==> config.mk <==
export PLATFORM = sky130hd
export DESIGN_NAME = piece_controller
export DESIGN_NICKNAME = d
export VERILOG_FILES = /design/src/rtl/tetris_pkg.sv /design/src/rtl/piece_controller_key_repeat.sv /design/src/rtl/piece_controller.sv
export SDC_FILE = /design/constraint.sdc
export NUM_CORES = 1
export LEC_CHECK = 0
export CORE_UTILIZATION = 31
export DETAILED_ROUTE_END_ITERATION = 8
export PLACE_DENSITY_LB_ADDON = 0.05
export SLEW_MARGIN = 20
export SYNTH_ARGS = -nofsm -noshare
export SYNTH_HDL_FRONTEND = slang
export SYNTH_SLANG_ARGS = --single-unit
==> constraint.sdc <==
create_clock -name Clk -period 6.15 [get_ports Clk]
set_clock_uncertainty 0.2 [all_clocks]
set_input_delay 0.9225 -clock Clk [delete_from_list [all_inputs] [get_ports Clk]]
set_output_delay 0.9225 -clock Clk [all_outputs]
set_load 0.02 [all_outputs]
==> src/rtl/tetris_pkg.sv <==
// tetris_pkg
//   Shared constants, enums and helpers for the falling-piece controller.
//   Playfield geometry (10x20 cells of 24 px starting at X=200), keycodes,
//   the piece FSM state enum, the key direction enum, the occupancy grid
//   type, and two small helpers:
//     cell_times24 : n*24 built from two shifts and one add
//     cell_is_occ  : occupancy lookup that returns 0 outside the grid
package tetris_pkg;

   localparam int GRID_X0   = 200;
   localparam int CELL      = 24;
   localparam int HALF      = 12;
   localparam int COLS      = 10;
   localparam int ROWS      = 20;
   localparam int SPAWN_COL = 4;

   localparam logic [7:0] KEY_A = 8'h04;
   localparam logic [7:0] KEY_D = 8'h07;
   localparam logic [7:0] KEY_S = 8'h16;

   typedef enum logic [1:0] {
      PLAY  = 2'd0,
      LOCK  = 2'd1,
      SPAWN = 2'd2,
      OVER  = 2'd3
   } piece_state_t;

   typedef enum logic [1:0] {
      DIR_NONE  = 2'd0,
      DIR_LEFT  = 2'd1,
      DIR_RIGHT = 2'd2
   } dir_t;

   typedef logic [ROWS-1:0][COLS-1:0] occ_grid_t;

   function automatic logic [9:0] cell_times24(input logic [4:0] n);
      logic [9:0] n_w;
      n_w = {5'd0, n};
      return (n_w << 4) + (n_w << 3);
   endfunction

   function automatic logic cell_is_occ(input occ_grid_t grid,
                                        input logic [4:0] r,
                                        input logic [3:0] c);
      logic hit;
      hit = 1'b0;
      if (r < 5'(ROWS) && c < 4'(COLS)) begin
         hit = grid[r][c];
      end
      return hit;
   endfunction

endpackage

==> src/rtl/piece_controller_key_repeat.sv <==
// key_repeat
//   Turns the held keycode into one-tick move strobes.  A new press (or a
//   change of direction) fires on the next enabled tick; while the key stays
//   held it fires again every REPEAT_FRAMES enabled ticks.  Releasing the key
//   clears the repeat counter at once, even while ticks are disabled.
// Ports:
//   Clk, Reset    : clock, synchronous active-high reset
//   tick_en       : frame tick qualified by the controller (PLAY only)
//   keycode[7:0]  : current HID keycode
//   move_left     : strobe, high with tick_en when a left move is due
//   move_right    : strobe, high with tick_en when a right move is due
module key_repeat
   import tetris_pkg::*;
#(
   parameter int REPEAT_FRAMES = 8
) (
   input  logic       Clk,
   input  logic       Reset,
   input  logic       tick_en,
   input  logic [7:0] keycode,
   output logic       move_left,
   output logic       move_right
);

   localparam int RW = (REPEAT_FRAMES > 1) ? $clog2(REPEAT_FRAMES) : 1;
   localparam logic [RW-1:0] RPT_LAST = RW'(REPEAT_FRAMES - 1);

   dir_t          dir;
   dir_t          dir_prev_q, dir_prev_d;
   logic          pending_q, pending_d;
   logic [RW-1:0] rpt_q, rpt_d;
   logic          fire;

   always_comb begin
      dir = DIR_NONE;
      if (keycode == KEY_A) begin
         dir = DIR_LEFT;
      end else if (keycode == KEY_D) begin
         dir = DIR_RIGHT;
      end
   end

   always_comb begin
      dir_prev_d = dir;
      pending_d  = pending_q;
      rpt_d      = rpt_q;
      fire       = 1'b0;
      // A press can land between ticks; remember it until a tick consumes it.
      if (dir != DIR_NONE && dir != dir_prev_q) begin
         pending_d = 1'b1;
      end
      if (dir == DIR_NONE) begin
         pending_d = 1'b0;
         rpt_d     = '0;
      end
      if (tick_en && dir != DIR_NONE) begin
         if (pending_d) begin
            fire      = 1'b1;
            pending_d = 1'b0;
            rpt_d     = '0;
         end else if (rpt_q == RPT_LAST) begin
            fire  = 1'b1;
            rpt_d = '0;
         end else begin
            rpt_d = rpt_q + 1'b1;
         end
      end
   end

   always_ff @(posedge Clk) begin
      if (Reset) begin
         dir_prev_q <= DIR_NONE;
         pending_q  <= 1'b0;
         rpt_q      <= '0;
      end else begin
         dir_prev_q <= dir_prev_d;
         pending_q  <= pending_d;
         rpt_q      <= rpt_d;
      end
   end

   assign move_left  = fire && (dir == DIR_LEFT);
   assign move_right = fire && (dir == DIR_RIGHT);

endmodule

==> src/rtl/piece_controller.sv <==
// piece_controller
//   Sequences the single falling cell on the 10x20 playfield: keyboard
//   moves and timed gravity once per frame, collision against walls, floor
//   and locked cells, occupancy recording, respawn and game over.
//   Optional build macro SOFT_DROP_EN: while keycode 0x16 is held, gravity
//   is due on every tick in PLAY (the gravity counter keeps advancing).
// Ports:
//   Clk, Reset          : clock, synchronous active-high reset
//   frame_tick          : one-cycle pulse per video frame
//   keycode[7:0]        : current HID keycode (A=left, D=right, S=soft drop)
//   BallX/BallY[9:0]    : pixel centre of the piece
//   Ball_size[9:0]      : constant half-cell size (12)
//   lock_valid          : one-cycle pulse when the piece locks
//   lock_col/lock_row   : locked cell, valid with lock_valid
//   game_over           : sticky until Reset
//   occ_col/occ_row     : occupancy read address
//   occ_data            : occupancy bit, 0 for out-of-range addresses
//
// state | meaning
// PLAY  | piece falling; moves and gravity applied on frame_tick
// LOCK  | one cycle; cell written to occupancy, lock_valid pulsed
// SPAWN | one cycle; respawn at (row 0, col 4) or declare game over
// OVER  | frozen until Reset
module piece_controller
   import tetris_pkg::*;
#(
   parameter int DROP_FRAMES   = 30,
   parameter int REPEAT_FRAMES = 8
) (
   input  logic       Clk,
   input  logic       Reset,
   input  logic       frame_tick,
   input  logic [7:0] keycode,
   output logic [9:0] BallX,
   output logic [9:0] BallY,
   output logic [9:0] Ball_size,
   output logic       lock_valid,
   output logic [3:0] lock_col,
   output logic [4:0] lock_row,
   output logic       game_over,
   input  logic [3:0] occ_col,
   input  logic [4:0] occ_row,
   output logic       occ_data
);

   localparam int GW = $clog2(DROP_FRAMES);
   localparam logic [GW-1:0] GRAV_LAST = GW'(DROP_FRAMES - 1);
   localparam logic [3:0] COL_MAX  = 4'(COLS - 1);
   localparam logic [4:0] ROW_MAX  = 5'(ROWS - 1);
   localparam logic [3:0] COL_SPWN = 4'(SPAWN_COL);

   piece_state_t  state_q, state_d;
   logic [3:0]    col_q, col_d;
   logic [4:0]    row_q, row_d;
   logic [GW-1:0] grav_q, grav_d;
   occ_grid_t     occ_q, occ_d;
   logic [3:0]    lock_col_q, lock_col_d;
   logic [4:0]    lock_row_q, lock_row_d;

   logic          move_left, move_right;
   logic          soft_drop;
   logic          grav_wrap;
   logic          drop_due;
   logic [3:0]    col_mv;

   key_repeat #(
      .REPEAT_FRAMES (REPEAT_FRAMES)
   ) u_key_repeat (
      .Clk        (Clk),
      .Reset      (Reset),
      .tick_en    (frame_tick && (state_q == PLAY)),
      .keycode    (keycode),
      .move_left  (move_left),
      .move_right (move_right)
   );

`ifdef SOFT_DROP_EN
   assign soft_drop = (keycode == KEY_S);
`else
   assign soft_drop = 1'b0;
`endif

   always_ff @(posedge Clk) begin
      if (Reset) begin
         state_q    <= PLAY;
         col_q      <= COL_SPWN;
         row_q      <= '0;
         grav_q     <= '0;
         occ_q      <= '0;
         lock_col_q <= '0;
         lock_row_q <= '0;
      end else begin
         state_q    <= state_d;
         col_q      <= col_d;
         row_q      <= row_d;
         grav_q     <= grav_d;
         occ_q      <= occ_d;
         lock_col_q <= lock_col_d;
         lock_row_q <= lock_row_d;
      end
   end

   always_comb begin
      state_d    = state_q;
      col_d      = col_q;
      row_d      = row_q;
      grav_d     = grav_q;
      occ_d      = occ_q;
      lock_col_d = lock_col_q;
      lock_row_d = lock_row_q;
      col_mv     = col_q;
      grav_wrap  = 1'b0;
      drop_due   = 1'b0;
      case (state_q)
         PLAY: begin
            if (frame_tick) begin
               // Horizontal first; gravity then tests the moved column.
               if (move_left && col_q != 4'd0 &&
                   !cell_is_occ(occ_q, row_q, col_q - 4'd1)) begin
                  col_mv = col_q - 4'd1;
               end else if (move_right && col_q != COL_MAX &&
                            !cell_is_occ(occ_q, row_q, col_q + 4'd1)) begin
                  col_mv = col_q + 4'd1;
               end
               col_d     = col_mv;
               grav_wrap = (grav_q == GRAV_LAST);
               grav_d    = grav_wrap ? '0 : grav_q + 1'b1;
               drop_due  = grav_wrap || soft_drop;
               if (drop_due) begin
                  if (row_q == ROW_MAX ||
                      cell_is_occ(occ_q, row_q + 5'd1, col_mv)) begin
                     state_d    = LOCK;
                     lock_col_d = col_mv;
                     lock_row_d = row_q;
                  end else begin
                     row_d = row_q + 5'd1;
                  end
               end
            end
         end
         LOCK: begin
            occ_d[row_q][col_q] = 1'b1;
            state_d             = SPAWN;
         end
         SPAWN: begin
            if (occ_q[0][SPAWN_COL]) begin
               state_d = OVER;
            end else begin
               col_d   = COL_SPWN;
               row_d   = '0;
               grav_d  = '0;
               state_d = PLAY;
            end
         end
         OVER: begin
            state_d = OVER;
         end
         default: begin
            state_d = PLAY;
         end
      endcase
   end

   always_comb begin
      BallX      = 10'(GRID_X0 + HALF) + cell_times24({1'b0, col_q});
      BallY      = 10'(HALF) + cell_times24(row_q);
      Ball_size  = 10'(HALF);
      lock_valid = (state_q == LOCK);
      lock_col   = lock_col_q;
      lock_row   = lock_row_q;
      game_over  = (state_q == OVER);
      occ_data   = cell_is_occ(occ_q, occ_row, occ_col);
   end

endmodule

== After elaboration in Yosys (flattened, before gate mapping) ==
Index checks and enable logic that the tools add are counted.

* Bits in registers: 231
* Input bits: 20
* Word-level logic and storage cells: 163

* $add $sub $neg: 9
* $lt $le $gt $ge: 17
* Eq/ne operators: 17
* Mux-type cells: 61
* Bitwise logic cells: 1
* Reductions and logical operators: 29

{| class="wikitable"
|+ Operators by type and width
! kind !! number
|-
| $or 200x200->200 || 1
|-
| $bmux 10 s5 || 3
|-
| $demux 10 s5 || 1
|-
| $mux 10 || 4
|-
| $mux 5 || 6
|-
| $lt 4x5->1 const B || 5
|-
| $mux 4 || 6
|-
| $mux 1 || 22
|-
| $pmux 5 s2 || 2
|-
| $lt 5x6->1 const B || 3
|-
| $bmux 1 s4 || 4
|-
| $eq 8x3->1 const B || 2
|-
| $lt 4x4->1 const B || 4
|-
| $logic_and 1x1->1 || 15
|-
| $lt 5x5->1 const B || 3
|-
| $mux 2 || 6
|-
| $mux 3 || 4
|-
| $add 4x10->10 const A || 1
|-
| $add 5x1->5 const B || 2
|-
| $add 8x9->10 const A || 1
|-
| $add 9x8->10 || 1
|-
| $eq 5x5->1 const B || 2
|-
| $add 8x7->9 || 1
|-
| $pmux 2 s4 || 1
|-
| other kinds (23) || 34
|}

== Longest topological paths before layout ==
* Word-level depth: 32
* Gate-level depth with buffers: 19

== Hierarchy ==
A second synthesis with hierarchy kept.

* Cells, all modules: 1417
* Area, all modules: 13877.1 um^2

{| class="wikitable"
|+ By module, submodules not included
! module !! times used !! cells each !! area each (um^2) !! seq. area each (um^2)
|-
| piece_controller || 1 || 1380 || 13521.7 || 4504.3
|-
| key_repeat || 1 || 37 || 355.3 || 120.1
|}

== Worst setup path after synthesis ==
No wires, ideal clock.

* Path kind: input port to output port
* Start: in occ_row[0]
* End: out occ_data
* Data arrival time: 3.612 ns
* Required time: 5.027 ns
* Path slack: 1.416 ns
* Stages on the path: 8
* Buffers on the path: 3
* Path through: clkbuf_1 > buf_1 > clkbuf_1 > mux4_2 > mux4_2 > a211oi_1 > nor4_1 > a21o_1

* Cells in the longest elaborated chain, start to end: 5

{| class="wikitable"
|+ Ends and longest elaborated chain
! item !! line !! source
|-
| start: declaration || piece_controller.sv:42 || <nowiki>input logic [4:0] occ_row,</nowiki>
|-
| $bmux 10 s5 || tetris_pkg.sv:48 || <nowiki>hit = grid[r][c];</nowiki>
|-
| $mux 10 (implied by the code) || tetris_pkg.sv:48 ||
|-
| $bmux 1 s4 || tetris_pkg.sv:48 ||
|-
| $mux 1 (implied by the code) || tetris_pkg.sv:48 ||
|-
| $mux 1 * || tetris_pkg.sv:47 || <nowiki>if (r < 5'(ROWS) && c < 4'(COLS)) begin</nowiki>
|-
| end: declaration || piece_controller.sv:43 || <nowiki>output logic occ_data</nowiki>
|}

Every way passes the cells marked *; elsewhere a longest branch is shown, timed or not. The select of a mux whose other input is x is not followed.

== Final worst setup path ==
* Start: reg row_q[0]
* End: reg row_q[0]

* Cells in the longest elaborated chain, start to end: 23

{| class="wikitable"
|+ Ends and longest elaborated chain
! item !! line !! source
|-
| start: declaration || piece_controller.sv:54 || <nowiki>logic [4:0] row_q, row_d;</nowiki>
|-
| start signal: assignment || piece_controller.sv:95 || <nowiki>row_q <= row_d;</nowiki>
|-
| $bmux 10 s5 || tetris_pkg.sv:48 ||
|-
| $mux 10 (implied by the code) || tetris_pkg.sv:48 ||
|-
| $bmux 1 s4 || tetris_pkg.sv:48 ||
|-
| $mux 1 (implied by the code) || tetris_pkg.sv:48 ||
|-
| $mux 1 || tetris_pkg.sv:47 ||
|-
| $mux 1 || piece_controller.sv:118 || <nowiki>if (move_left && col_q != 4'd0 &&</nowiki>
|-
| $mux 1 || piece_controller.sv:116 || <nowiki>if (frame_tick) begin</nowiki>
|-
| $mux 1 || piece_controller.sv:114 || <nowiki>case (state_q)</nowiki>
|-
| [7 not listed] || - ||
|-
| $mux 1 (implied by the code) or $logic_and 1x1->1 (tied branches) || tetris_pkg.sv:48, tetris_pkg.sv:47 ||
|-
| $mux 1 || tetris_pkg.sv:47 ||
|-
| $mux 1 || piece_controller.sv:129 || <nowiki>if (drop_due) begin</nowiki>
|-
| $mux 1 || piece_controller.sv:116 ||
|-
| $mux 1 || piece_controller.sv:114 ||
|-
| $logic_or 1x1->1 || piece_controller.sv:130 || <nowiki>if (row_q == ROW_MAX ||</nowiki>
|-
| $ne 2x2->1 (no source line) || - ||
|-
| $reduce_and 5->1 (no source line) || - ||
|}

Parallel ways exist; a longest one is shown, timed or not. The select of a mux whose other input is x is not followed.
A chain may end at the register's enable or synchronous reset.

==> results.yml <==
pwr:
  switchingPower_mw: 0.7910
  p_int_mw: 2.554
  p_per_area_nw_per_um2: 214.0
  pwr-share-seq: 0.448
  leakagePower_nw: 5.556
  p_total_mw: 3.345
  pwr-share-comb: 0.035
  switching_share: 0.2365
  ir_worst_vdd_mv: 0.2098
  clkPwrFrac: 0.517
setup_path:
  regToRegEndpoint: "row_q[0]"
  r2r_slack_ps: 860
  r2r-start: "row_q[0]"
  critPathLaunch: "row_q[0]"
  critPathMaxFanout: 42
  start_kind: "flop"
  endpoint_kind: "flop"
  critPathKind: "reg2reg"
  critical_path_required_ps: 6470
  critPathArrivalTime_ps: 5610
  reg2reg_depth: 13
clock_tree:
  cts_num_sinks: 231
  root_buffer: "clkbuf_16"
  cts_tree: "done"
  htree_levels: 1
  cts_resized: 0
  worst_skew_pair.late_latency_ps: 580
  cts_inserted_buffers: 29
  holdBufCountCts: 0
  clk_pin_slew_ps: 60
  cts_buffer_depth: 3
  post_cts_buffers: 0
synthesis:
  syn_area_per_cell_um2: 9.844
  yosysWarnings: 0
  synth.top_cell.area_share: 0.3351
  synth_area_leaders: "dfxtp_1 34%, mux4_2 22%, a21oi_1 8.3%, nor2_1 6.6%, mux2i_1 4.0%"
  ys_ff_latch: 231
  ys.flop_type: "dfxtp_1"
  synth_top_cell_by_area: "dfxtp_1"
  synth_edf_count: 0
  netlist_area_um2: 13800
  synth-async-reset-ratio: 0
  synth_cells: 1402
  seq_area_frac_synth: 0.3351
  ys_types: 72
global_routing:
  overflow: 0
  grt_antenna_before_repair: 0
  grt_pass1_wl_um: 76960
  grt_pass1_vias: 11062
  grt.total_usage: 0.2354
  grt_max_degree: 146
cells_and_area:
  area_delta_synth_final_pct: 13.28
  post-route-util: 0.3598
  final_common_cell: "nor2_1"
  finalInstanceArea_um2: 15640
  nets: 1445
  drive_gt1_frac: 0.1833
  final_cell_mix: "239 x nor2_1, 230 x dfxtp_1, 229 x a21oi_1"
  antennaDiodeCount: 0
outcome:
  outcome: "finished, final reports clean"
timing:
  setup_viol: 0
  timing.final.ws_setup_ps: 858.0
  max-slew-margin-rel: 0.2527
  rsz0062_at_grt: "false"
  fin_crit_ps: 5292
  tns_ps: 0
  drv_slew: 0
  hold_viol: 0
  worst_pin_slew_ps: 1115
  max_freq_mhz: 189.0
  period_share: 0.8605
drt:
  routed_wirelength_um: 52550
  dr_total_vias: 11285
  dr.pass1.iters: 5
  wl_per_cell_um: 26.30
  drt_iter0_drc: 1093
  drc: 0
  viasPerCell: 5.648
  postRouteAntennaNets: 0
floorplanning:
  dieArea_um2: 45370
  core_area_um2: 43460
  rows: 76
  io-pin-count: 62
  die_height_um: 213.0
  die_x_um: 213.0
  start_util: 0.3176
worst_hold_path:
  hp-class: "reg2reg"
  min_from: "u_key_repeat.rpt_q[1]"
  hold_depth: 2
  min_to: "u_key_repeat.rpt_q[1]"
placement:
  io_buffers: 45
  place.gp.congestion: 0.8948
  dpl_worst_slack_ps: 681.3
  dpl-instance-area_um2: 14700
  hpwl_um: 35810
job:
  cap_violations: 0
-- power groups by stage --
| stage | clock network (mW) | logic [mW] | registers (mW) |
|---|---|---|---|
| floorplan | 0 | 0.0839 | 1.53 |
| global placement | 0 | 0.119 | 1.53 |
| detailed placement | 0 | 0.119 | 1.53 |
| CTS | 1.77 | 0.119 | 1.50 |
| global route | 1.84 | 0.128 | 1.50 |
| finish | 1.73 | 0.119 | 1.50 |
-- state kept, by name, indices dropped and copies added (netlist names) --
signal                   cells
occ_q                      200
grav_q                       5
lock_row                     5
row_q                        5
col_q                        4
lock_col                     4
u_key_repeat.rpt_q           3
state_q                      2
u_key_repeat.dir_prev_q      2
u_key_repeat.pending_q       1
-- routing by layer --
metal	vias to the layer above	track usage	part of all wire
met2	345	0.3800	0.46
met4	0	0.09353	0.042
met1	5707	0.3125	0.44
met5	-	0	0
li1	5127	-	-
met3	106	0.03956	0.053
-- synthesized netlist by cell type, drive strengths merged, types with 21 or more instances --
| cell type | number |
|---|---|
| and3 | 27 |
| mux2i | 55 |
| clkbuf | 90 |
| a22oi | 26 |
| dfxtp | 231 |
| nor2 | 241 |
| nand2 | 47 |
| ha | 28 |
| buf | 53 |
| mux4 | 140 |
| a21oi | 230 |
| mux2 | 21 |
| nand3 | 32 |
-- through the flow --
stage / hold WS (ps) / std cells
floorplan: 235.6 / 1416
global placement: 249.0 / 1948
detailed placement: 254.8 / 1948
CTS: 263.1 / 1998
global route: 288.9 / 1998
finish: 263.4 / 1998
-- worst max-delay path by stage --
stage / to / cells past startpoint / slack, ps
CTS: row_q[0] / 14 / 890
global placement: lock_row[2] / 14 / 760
finish: row_q[0] / 13 / 860
detailed placement: row_q[0] / 13 / 680
floorplan: occ_data / 8 / 1420
global route: row_q[0] / 14 / 540
-- area by class of cell --
cell class              instances  area [um^2]
flip-flops and latches        231         4628
inverters                      19        71.32
well taps                     585        732.0
clock buffers                  38        779.5
fillers                      4523        27820
clock inverters                12        157.7
repair buffers                 90        844.6
multi-input cells            1023         8422
-- critical path: stages (launching register included) --
cell,delay (ps)
dfxtp_4,870
buf_4,360
mux4_2,540
a22oi_1,430
a21oi_1,160
o32ai_1,430
a221o_1,280
a32oi_1,100
xnor2_1,570
o2111ai_1,300
a41oi_2,290
a211oi_2,100
a211oi_4,370
mux2_2,200
-- logic make-up (layout without fill, tap and decap cells) --
group,count (synthesis),in the layout,synth area share
AND/OR/NAND/NOR,414,414,0.1339
AO/OA/AOI/OAI,327,327,0.1406
flip-flops,231,231,0.3351
multiplexers,216,216,0.2868
buffers and inverters,162,159,0.06074
adder cells (fa/ha/maj),31,31,0.02973
XOR/XNOR,19,19,0.01260
other,2,16,0.0005441
Power figures use the tool's default switching activity.
